--- src/rtl/alu_issue_stage.sv ---
// alu_issue_stage: operand-issue stage ahead of the 8-bit ALU, with a one-bubble RAW interlock
// on the r/s feedback path plus issue and stall debug counters.
package instr_pack;
    typedef enum logic [3:0] {ADD, SUB, AND, ORR, EOR, FLP, REVx, REVy, PARx, PARy} math;
endpackage

module alu_issue_stage
    import instr_pack::*;
#(
    parameter int DW = 8,
    parameter int RA = 3,
    parameter int CW = 16
) (
    input  logic          clk,
    input  logic          reset,
    input  logic          in_valid,
    output logic          in_ready,
    input  math           in_op,
    input  logic          in_dst,
    input  logic [1:0]    in_xsel,
    input  logic [1:0]    in_ysel,
    input  logic [RA-1:0] in_xa,
    input  logic [RA-1:0] in_ya,
    input  logic [DW-1:0] in_imm,
    output logic [RA-1:0] rf_xa,
    output logic [RA-1:0] rf_ya,
    input  logic [DW-1:0] rf_xd,
    input  logic [DW-1:0] rf_yd,
    input  logic [DW-1:0] r_fb,
    input  logic [DW-1:0] s_fb,
    input  logic          flush,
    output logic [DW-1:0] x,
    output logic [DW-1:0] y,
    output math           math_op,
    output logic          alu_en,
    output logic          alu_rs,
    output logic          stall,
    output logic [CW-1:0] issue_cnt,
    output logic [CW-1:0] stall_cnt
);
    logic [1:0]    fb_sel;
    logic          x_dep, y_dep, accept;
    logic [DW-1:0] x_mux, y_mux;

    assign rf_xa = in_xa;
    assign rf_ya = in_ya;

    // fb_sel is the select code that would read the register the in-flight op is writing
    always_comb begin
        fb_sel   = alu_rs ? 2'd2 : 2'd1;
        x_dep    = (in_xsel == fb_sel) && !(in_op inside {REVy, PARy});
        y_dep    = (in_ysel == fb_sel) && !(in_op inside {FLP, REVx, PARx});
        stall    = alu_en && in_valid && (x_dep || y_dep);
        in_ready = !flush && !stall;
        accept   = in_valid && in_ready;
        x_mux    = in_xsel == 2'd0 ? rf_xd : in_xsel == 2'd1 ? r_fb : in_xsel == 2'd2 ? s_fb : in_imm;
        y_mux    = in_ysel == 2'd0 ? rf_yd : in_ysel == 2'd1 ? r_fb : in_ysel == 2'd2 ? s_fb : in_imm;
    end

    always_ff @(posedge clk or posedge reset) begin
        if (reset) begin
            x         <= '0;
            y         <= '0;
            math_op   <= ADD;
            alu_rs    <= 1'b0;
            alu_en    <= 1'b0;
            issue_cnt <= '0;
            stall_cnt <= '0;
        end else begin
            alu_en <= accept;
            if (accept) begin
                x         <= x_mux;
                y         <= y_mux;
                math_op   <= in_op;
                alu_rs    <= in_dst;
                issue_cnt <= issue_cnt + 1'b1;
            end
            if (stall && !flush)
                stall_cnt <= stall_cnt + 1'b1;
        end
    end
endmodule

--- config.mk ---
export PLATFORM = sky130hd
export DESIGN_NAME = alu_issue_stage
export DESIGN_NICKNAME = d
export VERILOG_FILES = /design/src/rtl/alu_issue_stage.sv
export SDC_FILE = /design/constraint.sdc
export NUM_CORES = 1
export LEC_CHECK = 0
export CAP_MARGIN = 20
export CORE_MARGIN = 2
export CORE_UTILIZATION = 46
export CTS_BUF_LIST = sky130_fd_sc_hd__clkbuf_16
export DETAILED_ROUTE_END_ITERATION = 6
export HOLD_SLACK_MARGIN = 0.15
export PLACE_DENSITY = 0.88
export SLEW_MARGIN = 40
export SYNTH_ARGS = -nofsm -noshare
export SYNTH_HDL_FRONTEND = slang
export SYNTH_SLANG_ARGS = --single-unit
--- constraint.sdc ---
create_clock -name clk -period 4.7 [get_ports clk]
set_input_delay 0.94 -clock clk [delete_from_list [all_inputs] [get_ports clk]]
set_output_delay 0.94 -clock clk [all_outputs]
set_load 0.01 [all_outputs]
==> flow_results.org <==
** Timing
- Subtracting the final worst setup slack from the clock period gives 4.02 ns.
- At the pin with the least slew margin, the transition time is 0.543 ns.
- Timing-limited maximum frequency :: 0.249 GHz
- Final hold slack :: 0.472 ns
- Count of pins over their slew limit :: 0
- Dividing the final minimum period by the clock period gives 0.856.
- Setup repair after global routing missed its margin :: no
- In this run the tightest slew margin relative to its limit is 0.637.
- Final number of setup-violating endpoints :: 0
- The final-report hold violation count was 0.
- Setup clock skew after layout :: 0.00420 ns
- Adding up every negative setup slack in the final design gives 0 ns.

** Pwr
- Summed over all nets, the switching power comes to 0.357 mW.
- Combinational cell fraction of total power :: 0.277
- Of the total power, the clock network draws 0.263.
- Cell internal power was estimated by the tool at 0.939 mW.
- Of the total power, the share spent switching nets is 0.276.
- Largest vdd supply drop :: 0.168 mV
- PwrDens :: 322 nW/um^2
- Summed over all cells, the static leakage comes to 1.76 nW.
- Power share of the sequential group :: 0.459
- Power comes to 1.30 mW.

** Clock tree
- Clock-pin slew reported for the worst setup and hold paths after clock tree synthesis :: 0.06 ns
- The clock net in this run drives a total of 54 sinks.
- Hold bufs inserted after CTS :: 0
- Number of H-tree branching levels :: 2
- Number of buffers added by the clock tree synthesis step :: 5
- Once the clock tree was built, the resizer swapped 0 gates to a different size.
- TritonCTS clock tree :: done
- CTS placed an instance of sky130_fd_sc_hd__clkbuf_16 at the clock tree root.
- Clock Path Buffers :: 2
- Latest clock arrival within the worst-skew pair :: 0.28 ns
- After clock tree synthesis, the setup repair step added 0 buffers.

** Synth
- Sequential element share of the synthesized area :: 0.479
- The biggest area contributor in the post-synthesis netlist is sky130_fd_sc_hd__dfrtp_1.
- The most used flip-flop cell after synthesis is sky130_fd_sc_hd__dfrtp_1.
- Number of register bits inferred by synthesis :: 54
- In the synthesized netlist the async set-or-reset flop fraction comes to 1.00.
- Syn Inst Count :: 254
- In this run, distinct cell masters in the synthesized netlist total 35.
- Ranking of synthesized cells by area :: sky130_fd_sc_hd__dfrtp_1 (48%), sky130_fd_sc_hd__mux4_2 (9.6%), sky130_fd_sc_hd__nand2_1 (9.4%)
- Post-Synthesis Net Count :: 315
- Yosys printed 0 warnings.
- Fraction of post-synthesis cell area in the top cell type by area :: 0.479
- Yosys mapped a number of flops with a built-in enable equal to 0.
- In this run the mean area of a mapped cell was 11.1 um^2.
- Mapped cell area :: 2820 um^2

** Place
- Once detailed placement completed, the half-perimeter wirelength came to 5.16 mm.
- Input and output buffers added on the ports amount to 108.
- Routability-driven placement finished with a final weighted congestion of 0.936.

** Floorplanning
- Die ar. :: 6780 um^2
- FP Rows :: 28
- Top-level I/O count :: 121
- Total core area :: 5920 um^2
- From bottom edge to top edge, the die measures 82.3 um.
- For this configuration, the core starts out at a cell density of 0.477.
- In this run the horizontal extent of the chip is 82.3 um.

** Final layout
- Area Growth Syn to Fin :: 42.6%
- The number of antenna diodes in the final layout is 0.
- The layout has 470 filler cells.
- Share of layout cells above drive strength 1 :: 0.0907
- After the last flow step, the layout net total stands at 414.
- Once layout is complete, the utilization of the core stands at 0.680.

** Setup path
- At the worst endpoint, the arrival time is 3.08 ns.
- Slowest cell on the critical path :: sky130_fd_sc_hd__clkdlybuf4s50_1
- By instance count, the cell type seen most on the critical path is sky130_fd_sc_hd__clkdlybuf4s50_1.
- The critical path is of the in -> out type.
- Critical path required time :: 3.76 ns
- The kind of cell with the highest combined delay along the critical path is buffers and inverters.
- Buffers & Inverters on Critical Path :: 2
- In this design, the stage delay of the slowest critical-path cell is 0.61 ns.
- Worst-case reg-to-reg path depth :: 7
- In this run the number of cells on the critical path is 6.
- In this run the worst path has a maximum fanout of 10.
- Crit end category :: output pin
- Chain of cells forming the critical path :: clkdlybuf4s50_1, nor3b_1, o21ai_2, a211oi_2, o21a_1, clkdlybuf4s50_1
- STA classifies the critical path startpoint as an input pin.

** Global routing
- The number of global-route vias before repair came to 2295.
- Entering global routing, the biggest net connects 32 pins.
- Global route hottest layer :: met2
- Across every metal layer, demand over resource in global routing totals 0.211.
- Met1 Use GR :: 0.246
- Global-route wire length before repair :: 10.8 mm
- Met3 usage in global routing :: 0.0685
- The number of antenna violations at the first check in global routing is 0.
- Summed over all layers, the global routing overflow is 0.
- In the global route stage, met2 resource usage came out at 0.368.

** Drt
- Dividing the detail-routed wire length by the instance count gives 15.3 um.
- Total number of vias :: 2269
- For this run, the detailed router's first-pass iteration total came to 6.
- Total detailed-routing wirelength :: 6.57 mm
- For this run, design rule violations remaining after detail routing come to 0.
- In this run, the number of DRC markers left after iteration 0 of detailed routing was 112.
- Number of nets with antenna violations after detailed routing :: 0
- Via density per instance :: 5.30

** Hold path
- Kind of path behind the tightest hold check :: reg -> reg
- Worst Hold Path Cells :: 2

** Run
- The tool flagged a number of max-cap violations equal to 0.

** Outcome
- The run finished with clean final reports.
==> cell usage in the layout (no fill, tap or decap), types with 2 or more instances in the layout <==
cell | netlist | final
sky130_fd_sc_hd__xnor2_1 | 22 | 22
sky130_fd_sc_hd__and3b_1 | 2 | 2
sky130_fd_sc_hd__clkbuf_16 | 0 | 5
sky130_fd_sc_hd__nor3b_1 | 3 | 3
sky130_fd_sc_hd__mux4_1 | 4 | 4
sky130_fd_sc_hd__and4_1 | 3 | 3
sky130_fd_sc_hd__buf_4 | 9 | 3
sky130_fd_sc_hd__nand3_1 | 10 | 10
sky130_fd_sc_hd__clkinv_2 | 0 | 2
sky130_fd_sc_hd__and3_1 | 8 | 8
sky130_fd_sc_hd__nor2_1 | 2 | 2
sky130_fd_sc_hd__nand4_1 | 11 | 11
sky130_fd_sc_hd__nand2b_1 | 2 | 2
sky130_fd_sc_hd__mux4_2 | 12 | 12
sky130_fd_sc_hd__nand2_1 | 71 | 71
sky130_fd_sc_hd__xor2_1 | 8 | 8
sky130_fd_sc_hd__ha_1 | 2 | 2
sky130_fd_sc_hd__nor3_2 | 3 | 3
sky130_fd_sc_hd__o21ai_0 | 2 | 2
sky130_fd_sc_hd__dfrtp_1 | 54 | 54
sky130_fd_sc_hd__clkdlybuf4s50_1 | 0 | 108
sky130_fd_sc_hd__and2_1 | 3 | 3
sky130_fd_sc_hd__inv_2 | 1 | 2
==> synthesized netlist by cell type (2+ instances only) <==
cell,n
sky130_fd_sc_hd__o21ai_0,2
sky130_fd_sc_hd__nor3b_1,3
sky130_fd_sc_hd__nor2_1,2
sky130_fd_sc_hd__and3b_1,2
sky130_fd_sc_hd__buf_4,9
sky130_fd_sc_hd__ha_1,2
sky130_fd_sc_hd__buf_6,2
sky130_fd_sc_hd__nand3_1,10
sky130_fd_sc_hd__buf_2,5
sky130_fd_sc_hd__dfrtp_1,54
sky130_fd_sc_hd__nand2b_1,2
sky130_fd_sc_hd__mux4_2,12
sky130_fd_sc_hd__xnor2_1,22
sky130_fd_sc_hd__nand2_1,71
sky130_fd_sc_hd__inv_1,2
sky130_fd_sc_hd__and3_1,8
sky130_fd_sc_hd__clkbuf_2,2
sky130_fd_sc_hd__and2_1,3
sky130_fd_sc_hd__mux4_1,4
sky130_fd_sc_hd__nand4_1,11
sky130_fd_sc_hd__nor3_2,3
sky130_fd_sc_hd__xor2_1,8
sky130_fd_sc_hd__and4_1,3
==> final cells by class <==
class | count | area, um^2 | share of cell area
Clock inverter | 2 | 10.0 | 0.00249
Sequential cell | 54 | 1350 | 0.336
Multi-Input combinational cell | 178 | 1330 | 0.331
Tap cell | 75 | 93.8 | 0.0233
Timing Repair Buffer | 111 | 1100 | 0.274
Inverter | 3 | 11.3 | 0.00280
Clock buffer | 5 | 125 | 0.0311
==> worst min-delay path, delay by kind of cell (launching register included) <==
family,cells,cell delay [ns]
simple gates,2,0.10
flops,1,0.34
==> cell families after synthesis <==
| logic type | after synthesis | share of synthesized area |
|---|---|---|
| adders and majority gates | 2 | 0.00886 |
| muxes | 17 | 0.137 |
| AOI/OAI and AO/OA | 8 | 0.0217 |
| buffers and inverters | 22 | 0.0496 |
| DFF | 54 | 0.479 |
| and+or+nand+nor | 121 | 0.211 |
| xor gates and xnor gates | 30 | 0.0931 |
==> power groups by stage <==
stage          Sequential (mW)  Clock, mW  Combinational [mW]
2_1_floorplan            0.625          0               0.131
3_3_place_gp             0.600          0               0.358
3_5_place_dp             0.603          0               0.363
4_1_cts                  0.595      0.351               0.365
5_1_grt                  0.607      0.369               0.394
6_report                 0.595      0.342               0.360
==> per-layer routing <==
layer  share of wire  vias to the layer above
li1                -                     1074
met1            0.40                     1097
met2            0.50                       92
met3           0.089                        6
met4          0.0099                        0
met5               0                        -
==> per-stage QoR <==
stage / cells / cell area [um^2] / setup WS (ns)
2_1_floorplan: 254 / 2820 / 1.79
3_3_place_gp: 421 / 3890 / 0.781
3_5_place_dp: 421 / 3890 / 0.721
4_1_cts: 428 / 4030 / 0.703
5_1_grt: 428 / 4030 / 0.528
6_report: 428 / 4030 / 0.676
==> flip-flops by register name (all words and copies together), names as in the netlist <==
name and count:
x 8, stall_cnt 16, issue_cnt 16, alu_en 1
math_op 4, y 8, alu_rs 1
==> path summary, 6_finish.rpt <==
check,slack (ns),endpoint,start
worst min register to register,0.47,x[5],x[5]
worst max register to register,2.26,issue_cnt[11],alu_rs
worst max-delay path,0.68,stall,in_ysel[1]
min in group asynchronous,1.02,x[0],reset
worst min-delay path,0.47,x[5],x[5]
max in group asynchronous,2.92,stall_cnt[6],reset
Note: power is estimated with default switching activity, not from simulation.
